===== config.mk =====
export PLATFORM = sky130hd
export DESIGN_NAME = dpwm_duty_scheduler
export DESIGN_NICKNAME = d
export VERILOG_FILES = /design/src/rtl/dpwm_pkg.sv /design/src/rtl/dpwm_frame_counter.sv /design/src/rtl/dpwm_duty_scheduler.sv
export SDC_FILE = /design/constraint.sdc
export NUM_CORES = 1
export LEC_CHECK = 0
export ABC_AREA = 1
export BUFFER_PORTS_ARGS = -buffer_cell sky130_fd_sc_hd__buf_2
export CORE_AREA = 2 2 75 77
export DETAILED_ROUTE_END_ITERATION = 16
export DIE_AREA = 0 0 77 79
export GPL_TIMING_DRIVEN = 1
export PLACE_DENSITY = 0.81
export RECOVER_POWER = 25
export SLEW_MARGIN = 5
export SYNTH_ARGS = -nofsm -noshare
export SYNTH_HDL_FRONTEND = slang
export SYNTH_SLANG_ARGS = --single-unit
export TNS_END_PERCENT = 100

===== constraint.sdc =====
create_clock -name clk_i -period 2.15 [get_ports clk_i]
set_input_delay 0.215 -clock clk_i [delete_from_list [all_inputs] [get_ports clk_i]]
set_output_delay 0.215 -clock clk_i [all_outputs]
set_load 0.005 [all_outputs]

===== src/rtl/dpwm_pkg.sv =====
// dpwm_pkg: shared constants and state encoding for the DPWM-side blocks.
//   DPWM_CNT_W      DPWM counter width (period = 2^DPWM_CNT_W clocks)
//   DPWM_D_MAX      default duty clamp ceiling
//   DPWM_SS_STEP    default duty increment per soft-start step
//   DPWM_SS_FRAMES  default PWM periods per soft-start step
//   dpwm_state_e    scheduler state encoding (IDLE/SOFT_START/RUN/FAULT)
package dpwm_pkg;

    localparam int DPWM_CNT_W     = 9;
    localparam int DPWM_D_MAX     = 460;
    localparam int DPWM_SS_STEP   = 4;
    localparam int DPWM_SS_FRAMES = 2;

    typedef enum logic [1:0] {
        ST_IDLE       = 2'd0,
        ST_SOFT_START = 2'd1,
        ST_RUN        = 2'd2,
        ST_FAULT      = 2'd3
    } dpwm_state_e;

endpackage


===== src/rtl/dpwm_frame_counter.sv =====
// dpwm_frame_counter: mirror of the DPWM period counter.
// Must share clock and reset with the DPWM so both counters stay aligned.
//   clk_i         system clock
//   rst_i         synchronous active-low reset (count -> 0)
//   frame_tick_o  high during the last count of each period (count == 2^CNT_W-1)
module dpwm_frame_counter #(
    parameter int CNT_W = 9
) (
    input  logic clk_i,
    input  logic rst_i,
    output logic frame_tick_o
);

    logic [CNT_W-1:0] count_q;
    logic [CNT_W-1:0] count_d;

    // Free-running; wraps naturally from all-ones to zero.
    assign count_d = count_q + 1'b1;

    always_ff @(posedge clk_i) begin
        if (!rst_i) count_q <= '0;
        else        count_q <= count_d;
    end

    assign frame_tick_o = &count_q;

endmodule


===== src/rtl/dpwm_duty_scheduler.sv =====
// dpwm_duty_scheduler: sequences the duty code fed to a counter-based DPWM.
// Accepts clamped duty commands over valid/ready, ramps them in during
// soft-start, and only changes the DPWM duty at period boundaries (except
// fault/disable, which force zero on the next edge).
//   clk_i, rst_i     clock, synchronous active-low reset
//   enable_i         converter enable (level)
//   fault_i          fault request, sampled every clock
//   cmd_valid_i      duty command valid
//   cmd_duty_i       requested duty code
//   cmd_ready_o      command accept
//   d_n_input_o      registered duty code to the DPWM comparator
//   frame_tick_o     last count of the current PWM period
//   ss_done_o        high in RUN
//   fault_latched_o  high in FAULT
//   state_o          IDLE=0, SOFT_START=1, RUN=2, FAULT=3
module dpwm_duty_scheduler
    import dpwm_pkg::*;
#(
    parameter int CNT_W     = DPWM_CNT_W,
    parameter int D_MAX     = DPWM_D_MAX,
    parameter int D_MIN     = 0,
    parameter int SS_STEP   = DPWM_SS_STEP,
    parameter int SS_FRAMES = DPWM_SS_FRAMES
) (
    input  logic             clk_i,
    input  logic             rst_i,
    input  logic             enable_i,
    input  logic             fault_i,
    input  logic             cmd_valid_i,
    input  logic [CNT_W-1:0] cmd_duty_i,
    output logic             cmd_ready_o,
    output logic [CNT_W-1:0] d_n_input_o,
    output logic             frame_tick_o,
    output logic             ss_done_o,
    output logic             fault_latched_o,
    output logic [1:0]       state_o
);

    localparam int              DIV_W    = (SS_FRAMES > 1) ? $clog2(SS_FRAMES) : 1;
    localparam logic [DIV_W-1:0] DIV_LAST = DIV_W'(SS_FRAMES - 1);

    dpwm_state_e      state_q,    state_d;
    logic [CNT_W-1:0] duty_q,     duty_d;
    logic [CNT_W-1:0] target_q,   target_d;
    logic [CNT_W-1:0] pend_q,     pend_d;
    logic             pend_vld_q, pend_vld_d;
    logic [DIV_W-1:0] div_q,      div_d;

    logic             frame_tick;
    logic             accept;
    logic [CNT_W:0]   step_sum;

    function automatic logic [CNT_W-1:0] clamp_duty(input logic [CNT_W-1:0] x);
        int v;
        v = int'(x);
        if (v < D_MIN) v = D_MIN;
        if (v > D_MAX) v = D_MAX;
        return v[CNT_W-1:0];
    endfunction

    dpwm_frame_counter #(.CNT_W(CNT_W)) u_frame_counter (
        .clk_i        (clk_i),
        .rst_i        (rst_i),
        .frame_tick_o (frame_tick)
    );

    // One extra bit so the soft-start increment cannot wrap past full scale.
    assign step_sum = {1'b0, duty_q} + (CNT_W+1)'(SS_STEP);

    // RUN holds a single pending command; ready drops until the boundary
    // consumes it.
    assign cmd_ready_o = (state_q == ST_SOFT_START) ||
                         ((state_q == ST_RUN) && !pend_vld_q);
    assign accept      = cmd_valid_i && cmd_ready_o;

    always_comb begin
        state_d    = state_q;
        duty_d     = duty_q;
        target_d   = target_q;
        pend_d     = pend_q;
        pend_vld_d = pend_vld_q;
        div_d      = div_q;

        if (fault_i) begin
            // Fault bypasses the period boundary: zero duty on the next edge.
            state_d    = ST_FAULT;
            duty_d     = '0;
            target_d   = '0;
            pend_d     = '0;
            pend_vld_d = 1'b0;
            div_d      = '0;
        end else begin
            unique case (state_q)
                ST_IDLE: begin
                    duty_d = '0;
                    if (enable_i) begin
                        state_d  = ST_SOFT_START;
                        target_d = '0;
                        div_d    = '0;
                    end
                end
                ST_SOFT_START, ST_RUN: begin
                    if (!enable_i) begin
                        state_d    = ST_IDLE;
                        duty_d     = '0;
                        target_d   = '0;
                        pend_d     = '0;
                        pend_vld_d = 1'b0;
                        div_d      = '0;
                    end else if (state_q == ST_SOFT_START) begin
                        if (accept) target_d = clamp_duty(cmd_duty_i);
                        // A step uses the target held before this edge.
                        if (frame_tick) begin
                            if (div_q == DIV_LAST) begin
                                div_d = '0;
                                if ((target_q <= duty_q) ||
                                    (step_sum >= {1'b0, target_q})) begin
                                    duty_d  = target_q;
                                    state_d = ST_RUN;
                                end else begin
                                    duty_d = step_sum[CNT_W-1:0];
                                end
                            end else begin
                                div_d = div_q + 1'b1;
                            end
                        end
                    end else begin
                        // Boundary consumes the old pending value; a command
                        // accepted on this same edge waits one more period.
                        if (frame_tick && pend_vld_q) begin
                            duty_d     = pend_q;
                            pend_vld_d = 1'b0;
                        end
                        if (accept) begin
                            pend_d     = clamp_duty(cmd_duty_i);
                            pend_vld_d = 1'b1;
                        end
                    end
                end
                ST_FAULT: begin
                    duty_d = '0;
                    if (!enable_i) state_d = ST_IDLE;
                end
            endcase
        end
    end

    always_ff @(posedge clk_i) begin
        if (!rst_i) begin
            state_q    <= ST_IDLE;
            duty_q     <= '0;
            target_q   <= '0;
            pend_q     <= '0;
            pend_vld_q <= 1'b0;
            div_q      <= '0;
        end else begin
            state_q    <= state_d;
            duty_q     <= duty_d;
            target_q   <= target_d;
            pend_q     <= pend_d;
            pend_vld_q <= pend_vld_d;
            div_q      <= div_d;
        end
    end

    assign d_n_input_o     = duty_q;
    assign frame_tick_o    = frame_tick;
    assign ss_done_o       = (state_q == ST_RUN);
    assign fault_latched_o = (state_q == ST_FAULT);
    assign state_o         = state_q;

endmodule


# --- Word level (Yosys, flattened, before mapping) ---
# Index checks and enable logic that the tools add are counted.
word_totals:
  ff_bits: 40
  mem_bits_ro: 0
  ramBits: 0
  wordCells: 85
  mem_count: 0
  latchBits: 0
op_classes:
  add_sub_neg: 3
  n_bitwise: 1
  n_lt_le_gt_ge: 3
  n_eq_ne: 19
  muxes: 34
  mul: 0
  shifts: 0
  n_reduce_logical: 18
  div: 0
ops:
  columns: ["op", "n"]
  rows:
  - ["$mux 9", 13]
  - ["$pmux 9 s2", 2]
  - ["$ne 4x4->1 const B", 7]
  - ["$mux 2", 8]
  - ["$ne 3x3->1 const B", 5]
  - ["$add 9x3->10 const B", 1]
  - ["$ge 10x9->1", 1]
  - ["$add 9x1->9 const B", 1]
  - ["$gt 9x9->1 const B", 1]
  - ["$le 9x9->1", 1]
  - ["$mux 1", 9]
  - ["$reduce_and 3->1", 3]
  - ["$reduce_and 9->1", 1]
  - ["$reduce_and 4->1", 2]
  - ["$pmux 2 s3", 1]
  - ["$reduce_and 6->1", 1]
  - ["$reduce_or 2->1", 3]
  - ["$eq 2x2->1 const B", 2]
  - ["$ne 2x2->1 const B", 2]
  - ["$logic_and 1x1->1", 3]
  - ["$ne 3x1->1 const B", 1]
  - ["$eq 2x1->1 const B", 1]
  - ["$logic_not 2->1", 1]
  - ["$logic_or 1x1->1", 2]
  - ["other kinds (6)", 6]

# --- Longest topological paths before layout ---
logic_depth:
  word_depth: 10
  depth_mapped: 17
  mapped_depth_nobuf: 17

# --- Hierarchy ---
# Synthesis repeated with hierarchy kept, for this count alone.
unflattened:
  hier_cells: 415
  hier_area_um2: 2711.4
modules_own_cells:
  columns: ["module", "instances", "seq_area_each_um2", "cells_per_inst", "area_each_um2"]
  rows:
  - ["dpwm_duty_scheduler", 1, 620.6, 362, 2322.2]
  - ["dpwm_frame_counter", 1, 180.2, 53, 389.1]

# --- Least setup slack after synthesis ---
# OpenSTA, ideal clock, no wires.
synth_path:
  kind: "reg-to-reg"
  startpoint: "register duty_q[2], in the netlist d_n_input_o[2]"
  endpoint: "register state_q[0], in the netlist state_o[0]"
  stages_incl_launch_ff: 16
  arrival_time_ns: 2.114
  synth_period_minus_slack_ns: 2.229
  path_slack_ns: -0.079
  n_path_buf: 0
  cell_sequence: "dfxtp_1 -> ha_1 -> nand2_1 -> nor2_1 -> inv_1 -> o21ai_0 -> inv_1 -> ha_1 -> a21oi_1 -> nand2_4 -> nor2_8 -> nand4_2 -> nand2_1 -> nand2_2 -> a21oi_1 -> nor2_1"
synth_between:
  elab_chain_len: 5
synth_rtl:
  columns: ["element", "line", "rtl"]
  rows:
  - ["start, declared", "dpwm_duty_scheduler.sv:43", "logic [CNT_W-1:0] duty_q, duty_d;"]
  - ["start signal, assigned", "dpwm_duty_scheduler.sv:158", "duty_q <= duty_d;"]
  - ["$add 9x3->10", "dpwm_duty_scheduler.sv:68", "assign step_sum = {1'b0, duty_q} + (CNT_W+1)'(SS_STEP);"]
  - ["$ge 10x9->1", "dpwm_duty_scheduler.sv:117", "(step_sum >= {1'b0, target_q})) begin"]
  - ["$logic_or 1x1->1 *", "dpwm_duty_scheduler.sv:116", "if ((target_q <= duty_q) ||"]
  - ["$ne 4x4->1 (no line) *", null, null]
  - ["$reduce_and 6->1 (no line) *", null, null]
  - ["end signal, assigned", "dpwm_duty_scheduler.sv:157", "state_q <= state_d;"]
  - ["end, declared", "dpwm_duty_scheduler.sv:42", "dpwm_state_e state_q, state_d;"]
# Every way passes the cells marked *; elsewhere a longest branch is shown, timed or not.
# A chain may end at the register's enable or synchronous reset.

# --- Final worst setup path ---
layout_path:
  startpoint: "register duty_q[5], in the netlist d_n_input_o[5]"
  endpoint: "register duty_q[7], in the netlist d_n_input_o[7]"
layout_between:
  elab_chain_len: 9
layout_rtl:
  columns: ["element", "line", "rtl"]
  rows:
  - ["$add 9x3->10", "dpwm_duty_scheduler.sv:68", null]
  - ["$ge 10x9->1", "dpwm_duty_scheduler.sv:117", null]
  - ["$logic_or 1x1->1", "dpwm_duty_scheduler.sv:116", null]
  - ["$mux 9 *", "dpwm_duty_scheduler.sv:116", null]
  - ["$mux 9 *", "dpwm_duty_scheduler.sv:114", "if (div_q == DIV_LAST) begin"]
  - ["$mux 9 *", "dpwm_duty_scheduler.sv:113", "if (frame_tick) begin"]
  - ["$mux 9 *", "dpwm_duty_scheduler.sv:110", "end else if (state_q == ST_SOFT_START) begin"]
  - ["$mux 9 *", "dpwm_duty_scheduler.sv:103", "if (!enable_i) begin"]
  - ["$pmux 9 s2 *", "dpwm_duty_scheduler.sv:93", "unique case (state_q)"]
# Every way passes the cells marked *; elsewhere a longest branch is shown, timed or not. The select of a mux whose other input is x is not followed.

==> results.json <==
{
  "setup_ws_ns": -0.1283,
  "drtIter0Drc": 224,
  "path_cells": "nand2_2, nor2_4, xor2_2, inv_1, ha_4, a21oi_4, nor2_4, buf_6, nor2_4, nand4_1, nand3_1, nand2_1, nand2_1, a21oi_2",
  "vdd_drop_max_mv": 0.5702,
  "synth_cell_types": 35,
  "maxSlewHeadroom_pct": 38.16,
  "nets": 507,
  "routed_wl_um": 7841,
  "clock_latency_ns": 0.30,
  "grt_use_total_pct": 25.16,
  "required_ns": 2.30,
  "final_cells": 539,
  "final.period_utilization_pct": 106.0,
  "seq_area_frac_synth_pct": 29.85,
  "place_area_um2": 3097,
  "hold_violations": 0,
  "drtPass1Iterations": 4,
  "fp-row-count": 27,
  "avgSynthCellArea_um2": 6.861,
  "clk_pin_slew_worst_paths_ns": 0.08,
  "slowest_stage": "dfxtp_2",
  "ios": 29,
  "grt_pass1_vias": 2781,
  "syn_inst": 391,
  "end_kind": "flip-flop",
  "maxCapViolCount": 0,
  "antenna_found_initial": 0,
  "nFillCells": 431,
  "synthFlopType": "dfxtp_1",
  "syn_nets": 432,
  "synth_edf_count": 0,
  "cts_max_level": 2,
  "critPathMaxFanout": 5,
  "critPathLaunchType": "flip-flop",
  "drv_slew": 0,
  "synth.ff_latch_count": 40,
  "wl_per_cell_um": 14.55,
  "ys.warnings.count": 0,
  "synth_commonest_cells": "nand2_1 (101), inv_1 (56), dfxtp_1 (40), nor2_1 (40), a21oi_1 (29)",
  "layout_min_cycle_time_ns": 2.278,
  "portBuffers": 28,
  "p_per_area_nw_per_um2": 774.8,
  "setup_viol": 11,
  "hp-class": "in2reg",
  "die_h_um": 79,
  "r2r_cells": 14,
  "antenna_left": 0,
  "cpLargestDelayFamily": "simple AND/OR/NAND/NOR gates",
  "rsz0062_at_grt": "true",
  "core_area_um2": 5338,
  "synth.area.top_cells": "dfxtp_1 (30%), nand2_1 (14%), ha_1 (13%)",
  "hold_depth": 3,
  "clock.fmax_mhz": 438.9,
  "drive_above_1_share_pct": 33.62,
  "ctsHoldBuffers": 0,
  "post-place-ws_ns": -0.1795,
  "worstMarginPinSlew_ns": 0.9266,
  "holdWs_ns": 0.1936,
  "yosysMostFrequentCell": "nand2_1",
  "synth_top_area_share_pct": 29.85,
  "n_antenna_cell": 0,
  "slowest_delay_ns": 0.37,
  "yosysTopAreaCell": "dfxtp_1",
  "status": "finished, violations left",
  "cts_tree": "yes",
  "vias": 2904,
  "area_growth_pct": 35.59,
  "power_mw": 2.818,
  "cp.depth": 14,
  "hpwl_um": 4958,
  "grt_overflow": 0,
  "cts.sinks": 40,
  "cp_num_buf_inv": 2,
  "numCtsBuffers": 5,
  "crit_type": "reg2reg",
  "initial_utilization_pct": 50.26,
  "cts-root-buf": "clkbuf_8",
  "place_congestion": 0.9235,
  "critPathArrivalTime_ns": 2.43,
  "syn-cell-area_um2": 2683,
  "failed_checks": "setup timing",
  "grt_pass1_wl_um": 12390,
  "dieArea_um2": 6083,
  "dp.cells": 514,
  "synthArstFlopShare_pct": 0,
  "p_leak_nw": 1.684,
  "viasPerCell": 5.388,
  "crit_top_cell": "nor2_4",
  "clk_path_buf_depth": 2,
  "grt_max_degree": 25,
  "final_area_um2": 3637,
  "drc": 0,
  "die_w_um": 77,
  "skew_ns": 0.008738
}
==> report_power, final <==
group | leakage [nW] | switching (mW) | total (mW) | internal, mW
Sequential | 0.328 | 0.0487 | 0.839 | 0.790
Combinational | 1.29 | 0.879 | 1.32 | 0.445
Clock | 0.0614 | 0.275 | 0.655 | 0.380
==> tightest hold or removal path, cell delays in order <==
cell and delay (ns):
buf_2 0.10, nand2_1 0.07, a21oi_1 0.06
==> repair_timing <==
item                                    CTS  global route
endpoints found under the setup margin   11            11
buffers inserted                          9             4
endpoints found under the hold margin     0             0
cloned                                    3             1
pin swaps                                20            32
resized for setup                        32            41
==> sequential cells by signal, indices dropped and copies added, names as in the netlist <==
signal / flops
div_q: 1
d_n_input_o: 9
u_frame_counter.count_q: 9
pend_q: 9
state_o: 2
target_q: 9
pend_vld_q: 1
==> logic make-up (layout without fill, tap and decap cells) <==
group | count (synthesis) | count (layout) | synth area share (%)
AND/OR/NAND/NOR | 191 | 195 | 32.46
adder cells (fa/ha/maj) | 27 | 27 | 12.59
XOR/XNOR | 2 | 2 | 0.6531
buffers and inverters | 65 | 137 | 9.608
flip-flops | 40 | 40 | 29.85
AO/OA/AOI/OAI | 66 | 66 | 14.83
==> layout by cell type (no fill, tap or decap), types with 2 or more instances in the layout <==
cell type and instances:
a21oi_4 2, nor2_2 5, inv_1 52, dfxtp_2 2, ha_1 22, buf_4 37, buf_6 2, nand3_2 4
a21oi_1 24, nor2_1 34, nand2_2 18, a211oi_1 6, clkbuf_8 6, nand2_4 6, nand3_4 3, or2_1 2
nor3_1 2, dfxtp_1 35, nand3_1 14, nand4_1 9, nor2_8 2, ha_4 4, dfxtp_4 3, nand2_1 86
a31oi_1 3, buf_2 28, o21ai_1 2, nor2_4 6, inv_2 7, a21oi_2 10, o21ai_0 12, xor2_2 2
==> final cells by class <==
type | count | area [um2] | share of cell area (%)
clock buffer | 6 | 82.58 | 2.270
clock inverter | 2 | 38.79 | 1.066
inverter | 60 | 225.2 | 6.192
multi-input combinational | 290 | 1934 | 53.18
sequential | 40 | 814.5 | 22.39
tap | 72 | 90.09 | 2.477
timing repair buffer | 69 | 451.7 | 12.42
==> per-stage QoR <==
| step | utilization [%] | TNS [ns] |
|---|---|---|
| 3_5_place_dp | 58.02 | -1.597 |
| 6_report | 68.14 | -1.050 |
| 4_1_cts | 64.37 | -0.003336 |
| 2_1_floorplan | - | 0 |
| 3_3_place_gp | 58.02 | -1.078 |
| 5_1_grt | 68.14 | -2.387 |
==> per-layer routing <==
metal	part of all wire, %	vias to the layer above	track usage [%]
met5	0	-	0
met4	3.7	0	11.07
met3	4.8	24	4.091
met2	50	94	46.75
met1	41	1360	28.42
li1	-	1426	-
==> final timing paths <==
path                                  to  slack [ns]                   startpoint
max          d_n_input_o[7]$_SDFFE_PP0P_       -0.13  d_n_input_o[5]$_SDFFE_PP0P_
min               pend_q[8]$_SDFFE_PP0P_        0.19                cmd_duty_i[8]
max reg2reg  d_n_input_o[7]$_SDFFE_PP0P_       -0.13  d_n_input_o[5]$_SDFFE_PP0P_
min reg2reg       pend_q[1]$_SDFFE_PP0P_        0.48       pend_q[1]$_SDFFE_PP0P_
Note: power is estimated with default switching activity, not from simulation.
